`config.mk`:
```
export PLATFORM = sky130hd
export DESIGN_NAME = traffic_light_controller
export DESIGN_NICKNAME = d
export VERILOG_FILES = /design/src/rtl/traffic_light_controller.sv
export SDC_FILE = /design/constraint.sdc
export NUM_CORES = 1
export LEC_CHECK = 0
export ABC_CLOCK_PERIOD_IN_PS = 2000
export CAP_MARGIN = 15
export CORE_MARGIN = 4
export CORE_UTILIZATION = 48
export DETAILED_ROUTE_END_ITERATION = 6
export GPL_TIMING_DRIVEN = 0
export PLACE_DENSITY = 0.76
export SLEW_MARGIN = 20
export SYNTH_ARGS = -nofsm -noshare
export SYNTH_HDL_FRONTEND = slang
export SYNTH_SLANG_ARGS = --single-unit
export TNS_END_PERCENT = 100
```
`constraint.sdc`:
```
create_clock -name clk -period 2 [get_ports clk]
set_input_delay 0.2 -clock clk [delete_from_list [all_inputs] [get_ports clk]]
set_output_delay 0.2 -clock clk [all_outputs]
set_load 0.03 [all_outputs]
```
`src/rtl/traffic_light_controller.sv`:
```
// Two-road intersection phase sequencer.
// Main road rests on green; the side road is served only on demand (latched
// request from the debounced vehicle sensor). All phase timing counts tick_en
// strobes. Lamp outputs are one-hot {red, yellow, green} and fully registered.
// Optional feature macro: FLASH_MODE_EN. It adds the flash_req input and the
// FLASH phase, which blinks main yellow and side red.
module traffic_light_controller #(
  parameter int unsigned MAIN_MIN_GREEN = 20,
  parameter int unsigned SIDE_MIN_GREEN = 6,
  parameter int unsigned SIDE_MAX_GREEN = 15,
  parameter int unsigned YELLOW_TIME    = 4,
  parameter int unsigned ALL_RED_TIME   = 2
) (
  input  logic       clk,
  input  logic       rst_n,
  input  logic       tick_en,
  input  logic       vehicle_detected,
`ifdef FLASH_MODE_EN
  input  logic       flash_req,
`endif
  output logic [2:0] main_lights,
  output logic [2:0] side_lights,
  output logic [2:0] state_out,
  output logic       req_pending
);

  typedef enum logic [2:0] {
    MAIN_GREEN  = 3'd0,
    MAIN_YELLOW = 3'd1,
    ALL_RED_1   = 3'd2,
    SIDE_GREEN  = 3'd3,
    SIDE_YELLOW = 3'd4,
    ALL_RED_2   = 3'd5,
    FLASH       = 3'd6
  } state_t;

  localparam logic [2:0] LAMP_RED = 3'b100;
  localparam logic [2:0] LAMP_YEL = 3'b010;
  localparam logic [2:0] LAMP_GRN = 3'b001;

  // Last timer value of each phase (timer counts 0 .. duration-1).
  localparam logic [7:0] MAIN_MIN_LAST = 8'(MAIN_MIN_GREEN - 1);
  localparam logic [7:0] SIDE_MIN_LAST = 8'(SIDE_MIN_GREEN - 1);
  localparam logic [7:0] SIDE_MAX_LAST = 8'(SIDE_MAX_GREEN - 1);
  localparam logic [7:0] YELLOW_LAST   = 8'(YELLOW_TIME - 1);
  localparam logic [7:0] ALL_RED_LAST  = 8'(ALL_RED_TIME - 1);

  state_t     state_q, state_d;
  logic [7:0] timer_q, timer_d;
  logic       req_q, req_d;
  logic       blink_q, blink_d;
  logic [2:0] main_q, main_d;
  logic [2:0] side_q, side_d;

  logic       flash_w;
  logic       phase_done;
  state_t     phase_next;

`ifdef FLASH_MODE_EN
  assign flash_w = flash_req;
`else
  assign flash_w = 1'b0;
`endif

  function automatic logic [7:0] sat_inc(input logic [7:0] v);
    return (v == 8'hFF) ? v : v + 8'd1;
  endfunction

  // Phase exit condition and successor for the normal timed sequence.
  always_comb begin
    phase_done = 1'b0;
    phase_next = state_q;
    case (state_q)
      MAIN_GREEN: begin
        phase_done = (timer_q >= MAIN_MIN_LAST) && req_q;
        phase_next = MAIN_YELLOW;
      end
      MAIN_YELLOW: begin
        phase_done = (timer_q == YELLOW_LAST);
        phase_next = ALL_RED_1;
      end
      ALL_RED_1: begin
        phase_done = (timer_q == ALL_RED_LAST);
        phase_next = SIDE_GREEN;
      end
      SIDE_GREEN: begin
        // Minimum green always honoured; then leave when the road empties
        // or when the ceiling is reached with traffic still present.
        phase_done = (timer_q >= SIDE_MIN_LAST) &&
                     (!vehicle_detected || (timer_q == SIDE_MAX_LAST));
        phase_next = SIDE_YELLOW;
      end
      SIDE_YELLOW: begin
        phase_done = (timer_q == YELLOW_LAST);
        phase_next = ALL_RED_2;
      end
      ALL_RED_2: begin
        phase_done = (timer_q == ALL_RED_LAST);
        phase_next = MAIN_GREEN;
      end
      default: begin
        phase_done = 1'b0;
        phase_next = state_q;
      end
    endcase
  end

  // Next state, timer, blink, request latch and lamp decode.
  always_comb begin
    state_d = state_q;
    timer_d = timer_q;
    blink_d = blink_q;

    if (flash_w && (state_q != FLASH)) begin
      // Flash request overrides the sequence immediately, tick or not.
      state_d = FLASH;
      timer_d = 8'd0;
      blink_d = 1'b1;
    end else if (state_q == FLASH) begin
      if (!flash_w) begin
        state_d = ALL_RED_2;
        timer_d = 8'd0;
      end else if (tick_en) begin
        blink_d = ~blink_q;
        timer_d = sat_inc(timer_q);
      end
    end else if (tick_en) begin
      if (phase_done) begin
        state_d = phase_next;
        timer_d = 8'd0;
      end else begin
        timer_d = sat_inc(timer_q);
      end
    end

    // Entering side green consumes the request; that clear beats a new set.
    if ((state_d == SIDE_GREEN) && (state_q != SIDE_GREEN)) begin
      req_d = 1'b0;
    end else if (vehicle_detected && (state_q != SIDE_GREEN)) begin
      req_d = 1'b1;
    end else begin
      req_d = req_q;
    end

    // Lamps are decoded from the next state so they register with it.
    case (state_d)
      MAIN_GREEN:  begin main_d = LAMP_GRN; side_d = LAMP_RED; end
      MAIN_YELLOW: begin main_d = LAMP_YEL; side_d = LAMP_RED; end
      SIDE_GREEN:  begin main_d = LAMP_RED; side_d = LAMP_GRN; end
      SIDE_YELLOW: begin main_d = LAMP_RED; side_d = LAMP_YEL; end
      FLASH: begin
        main_d = {1'b0, blink_d, 1'b0};
        side_d = {blink_d, 2'b00};
      end
      default:     begin main_d = LAMP_RED; side_d = LAMP_RED; end
    endcase
  end

  // State and output registers; reset lands in all-red clearance.
  always_ff @(posedge clk or negedge rst_n) begin
    if (!rst_n) begin
      state_q <= ALL_RED_2;
      timer_q <= 8'd0;
      req_q   <= 1'b0;
      blink_q <= 1'b0;
      main_q  <= LAMP_RED;
      side_q  <= LAMP_RED;
    end else begin
      state_q <= state_d;
      timer_q <= timer_d;
      req_q   <= req_d;
      blink_q <= blink_d;
      main_q  <= main_d;
      side_q  <= side_d;
    end
  end

  assign main_lights = main_q;
  assign side_lights = side_q;
  assign state_out   = state_q;
  assign req_pending = req_q;

endmodule

```
* Yosys cells after proc, flatten, opt, wreduce, memory -nomap -nowiden
Cells that the tools add are included.
** Operators by class
- Div/mod/pow operators :: 0
- Reduce and logical (&&, ||, !) cells :: 13
- Order comparisons :: 2
- Equal/unequal tests :: 16
- Add/sub/neg operators :: 1
- Multiplexer cells :: 13
- Multiply operators :: 0
- Bitwise logic cells :: 0
- Shift-type cells :: 0
** Operators with widths (count)
- $mux W8 :: 4
- $pmux W3 S3 :: 2
- $pmux W3 S6 :: 1
- $eq A3 B3 Y1 const B :: 5
- $eq A3 B2 Y1 const B :: 3
- $mux W3 :: 3
- $add A8 B1 Y8 const B :: 1
- $eq A8 B1 Y1 const B :: 1
- $eq A8 B2 Y1 const B :: 1
- $eq A8 B4 Y1 const B :: 1
- $eq A8 B8 Y1 const B :: 1
- $ge A8 B3 Y1 const B :: 1
- $ge A8 B5 Y1 const B :: 1
- $eq A3 B1 Y1 const B :: 2
- $logic_not A3 Y1 :: 2
- $logic_and A1 B1 Y1 :: 4
- $pmux W1 S4 :: 1
- $reduce_bool A2 Y1 :: 2
- $reduce_or A2 Y1 :: 2
- $ne A3 B2 Y1 const B :: 1
- $ne A3 B3 Y1 const B :: 1
- $mux W1 :: 2
- $reduce_and A2 Y1 :: 1
- $logic_not A1 Y1 :: 1
- $logic_or A1 B1 Y1 :: 1
** Storage, ports and cells
- Bits of input ports :: 4
- Output and inout bits :: 10
- ROM bits :: 0
- Bits in latches :: 0
- Bits in registers :: 18
- RAM bits :: 0
- Memories :: 0
- Word-level logic and storage cells :: 50

* Logic depth before layout (Yosys ltp)
- Depth in word-level cells :: 10
- Depth in mapped cells :: 9
- Gate-level depth less buffers :: 8

* Worst setup path before layout
Ideal clock, no wire load.
- Path type :: register to register
- From :: register state_q[1], in the netlist state_out[1]
- To :: register state_q[2], in the netlist state_out[2]
- Setup slack :: -327 ps
- Stages on the path, launching flop included :: 9
- Setup time :: 82 ps
- Required time :: 1918 ps
- Arrival time :: 2244 ps
- Clock period less this slack :: 2327 ps
- Buffers on the path :: 2
- Cells stage by stage :: dfrtp_1 > buf_2 > or4b_1 > a21oi_1 > inv_1 > a31oi_4 > and2_4 > buf_6 > mux2_4
** On the way
- Word-level cells in the longest chain between the ends :: 6
- Elaborated cells between the ends (all ways) :: 14
- Those cells by class :: eq/ne (6); mux (5); reduce/logical (3)
** Ends and longest elaborated chain
- from (decl) :: line 48 : state_t state_q, state_d;
- from (signal assigned) :: line 169 : state_q <= state_d;
- $eq A3 B3 Y1, or another cell as far along :: line 73 : case (state_q)
- $reduce_or A2 Y1 (no source line)
- $pmux W1 S4 :: line 73
- $mux W3 :: line 128 : if (phase_done) begin
- $mux W3 :: line 127 : end else if (tick_en) begin
- $mux W3 * :: line 119 : end else if (state_q == FLASH) begin
- named net state_d[2] :: line 48
The timed path passes the listed nets; every way through them passes the cells marked *.
A chain may end at the register's enable or synchronous reset.

* Final worst setup path
- From :: register timer_q[6]
- To :: register state_q[2], in the netlist state_out[2]
** On the way
- Word-level cells in the longest chain between the ends :: 7
- Elaborated cells between the ends (all ways) :: 12
- Those cells by class :: order compare (2); eq/ne (3); mux (4); reduce/logical (3)
** Ends and longest elaborated chain
- from (decl) :: line 49 : logic [7:0] timer_q, timer_d;
- from (signal assigned) :: line 170 : timer_q <= timer_d;
- branches (longest 3 deep; another with $ge A8 B3 Y1)
- $pmux W1 S4 * :: line 73
- $mux W3 * :: line 128
- $mux W3 * :: line 127
- $mux W3 * :: line 119
- named net state_d[2] :: line 48
Mark *: on every way through the listed nets, which the timed path passes.

==> out/qor.csv <==
metric;value;unit
sequential-to-total area share from yosys stat;0.413;
worst-path maximum fanout;4;
WS Path Type;flop to flop;
Clk network pwr share;0.094;
WP data required;2.24;ns
clock-pin slew on the worst setup and hold paths;0.11;ns
global placement routability congestion;0.794;
Synth async-reset ratio;1.00;
Reg power frac;0.326;
CP peak stage delay;0.56;ns
global-route wire length before repair;4.44;mm
Critical Path End Type;flop;
synthesis-to-finish area growth;45.3;%
Switching Share;0.432;
Fin Clk Skew;0.00600;ns
synthesized flop and latch total;18;
Post-route DRC;0;
IO buf count;13;
commonest cells in the netlist;14 x dfrtp_1, 13 x nand2_1, 11 x nor2_1;
unrepaired setup endpoints after global routing;yes;
Power per Cell Area;1280;nW/um^2
internal power;1160;uW
Chip Height;55.9;microns
clk sinks;18;
status;finished, violations left;
share of cells above drive strength 1;0.416;
clk buf depth;2;
EDFF count, synth;0;
cts hold-fix bufs;0;
final setup margin;-0.0579;ns
H-tree Lvls;1;
die width;55.9;microns
Synth Area in XOR/XNOR;0.0238;
Detailed Place HPWL;1.53;mm
Max IR drop VDD;0.933;mV
crit start category;flop;
GRT Overall Usage;0.174;
compound-cell area share of the yosys netlist;0.149;
Worst-Margin Slew;0.815;ns
endpoints failing hold;0;
Crit-path slowest cell;or4_4;
first-pass detailed-route iteration total;4;
max-slew violations;0;
Skew-Pair Late Insertion Delay;0.30;ns
combinational power share;0.579;
TritonCTS clock tree;yes;
worst hold path class;primary input to asynchronous set/reset pin;
WP buf/inv;0;
violated checks;negative setup slack;
Die Area;3130;sq um
predominant post-synthesis flop cell;dfrtp_1;
area share of fa/ha/maj cells after synthesis;0.0454;
vias;1019;
sw power;884;uW
Ys Warns;0;
Max Clock Freq;486;MHz
syn_nets;130;
Yosys cell types;41;
average size of a mapped cell;9.04;sq um
Crit path max-delay family;simple AND/OR/NAND/NOR gates;
mux cell area share after synthesis;0.0318;
Max Cap Violations;0;
initial DRC count;36;
Initial Utilization;0.503;
WL per Instance;15.4;microns
minimum clock period after layout;2.06;ns
relative slew slack;0.455;
initial antenna violation count;0;
CP Cell Sequence;or4_4 > o21ai_4 > nand4_4 > a31oi_4 > and2_4 > mux2_4;
Final setup viols;3;
Mapped Area;1100;sq um
largest cells by area after synthesis;dfrtp_1 32%, dfstp_2 9.5%, ha_1 4.5%, nand2_1 4.4%, nor2_1 3.7%;
gr ovfl total;0;
routed wire length;2.80;mm
Antenna diodes;0;
row count;17;
cell taking the most area after synthesis;dfrtp_1;
total power;2050;uW
via count of the first global-routing pass;1011;
# nets final;163;
Mapped Cells;122;
Final ANT Viol Nets;0;
Lkg Pwr;0.000682;uW
core box area;2190;sq um
IO Count;14;
Root Driver;clkbuf_4;
vias per cell;5.60;
CTS buffer count;3;
post-synthesis simple-gate area fraction;0.287;
Setup TNS Final;-0.0635;ns
Arr. time, crit path;2.29;ns
post-synth top area share;0.318;
largest net degree at the start of global routing;19;
final period utilization;1.03;
largest family of logic cells by synthesized area;simple AND/OR/NAND/NOR gates;
count leader, synth;dfrtp_1;
[path summary, 6_finish.rpt]
path,slack [ns],depth (start not counted),end,start
max,-0.06,6,state_out[2],timer_q[6]
min,0.36,1,timer_q[6],rst_n
max reg2reg,-0.06,6,state_out[2],timer_q[6]
min reg2reg,0.60,2,timer_q[1],timer_q[1]
max in group asynchronous,1.08,1,timer_q[4],rst_n
min in group clk,0.60,2,timer_q[1],timer_q[1]
[sequential cells by signal, summed over array words and instances, names as in the netlist]
| name | count |
|---|---|
| main_lights | 3 |
| side_lights | 3 |
| req_pending | 1 |
| state_out | 3 |
| timer_q | 8 |
[power groups by stage]
stage / clock network [uW] / logic (uW) / registers, uW
finish: 193 / 1190 / 668
global route: 214 / 1270 / 689
CTS: 200 / 1040 / 654
detailed placement: 0 / 958 / 603
global placement: 0 / 948 / 596
floorplan: 0 / 545 / 742
[layer usage]
| metal | vias to the layer above | global-route usage | share of wire |
|---|---|---|---|
| met5 | - | 0 | 0 |
| met4 | 0 | 0.0983 | 0.015 |
| met1 | 491 | 0.203 | 0.40 |
| met3 | 4 | 0.0278 | 0.056 |
| met2 | 30 | 0.302 | 0.53 |
| li1 | 494 | - | - |
[worst reg2reg max path, cell delays in order (launching register included)]
cell     delay (ns)
dfrtp_1        0.41
or4_4          0.56
o21ai_4        0.18
nand4_4        0.13
a31oi_4        0.22
and2_4         0.20
mux2_4         0.29
[cells by family after synthesis]
family	count (synthesis)
buffers and inverters	12
AND/OR/NAND/NOR	59
flip-flops	18
adder cells (fa/ha/maj)	4
multiplexers	3
AO/OA/AOI/OAI	23
XOR/XNOR	3
[layout make-up]
cell class / instances / area, sq um
flip-flops and latches: 18 / 463
plain buffers: 3 / 33.8
repair buffers: 31 / 274
well taps: 28 / 35.0
inverters: 6 / 22.5
clock buffers: 4 / 26.3
fillers: 138 / 589
multi-input cells: 92 / 747
[placed cells by master (no fill, tap or decap), types with 2 or more instances in the layout]
cell and count:
nor2b_1 2, clkdlybuf4s50_1 13, nand3_1 5, clkbuf_4 3, nand2b_1 3, nor3_2 2
o21ai_1 2, a211o_1 2, nor2_1 10, nand2_1 13, buf_4 15, a21oi_1 5
or2_2 2, and3_2 2, nor3_1 2, or3_1 2, o21ai_0 4, nand3_2 2
nor3_4 3, dfrtp_1 8, ha_1 3, dfrtp_2 6, inv_1 5, buf_6 4
mux2i_1 2, dfstp_2 4
[repair_timing]
| action | in CTS | in global routing |
|---|---|---|
| pin swaps | 7 | 10 |
| setup endpoints to repair | 9 | 17 |
| cloned | 0 | 1 |
| buffers inserted | 9 | 8 |
| resized for setup | 20 | 19 |
| endpoints found under the hold margin | 0 | 0 |
[per-stage QoR]
stage               cell area, sq um  hold slack [ns]  worst slack [ns]  instances   util
detailed placement              1290            0.590            -0.305        163  0.589
floorplan                       1120          -0.0956            -0.186        122      -
global route                    1600            0.415            -0.107        182  0.731
global placement                1290            0.579            -0.303        163  0.589
finish                          1600            0.365           -0.0579        182  0.731
CTS                             1470            0.379           -0.0545        173  0.669
Power figures use the tool's default switching activity.
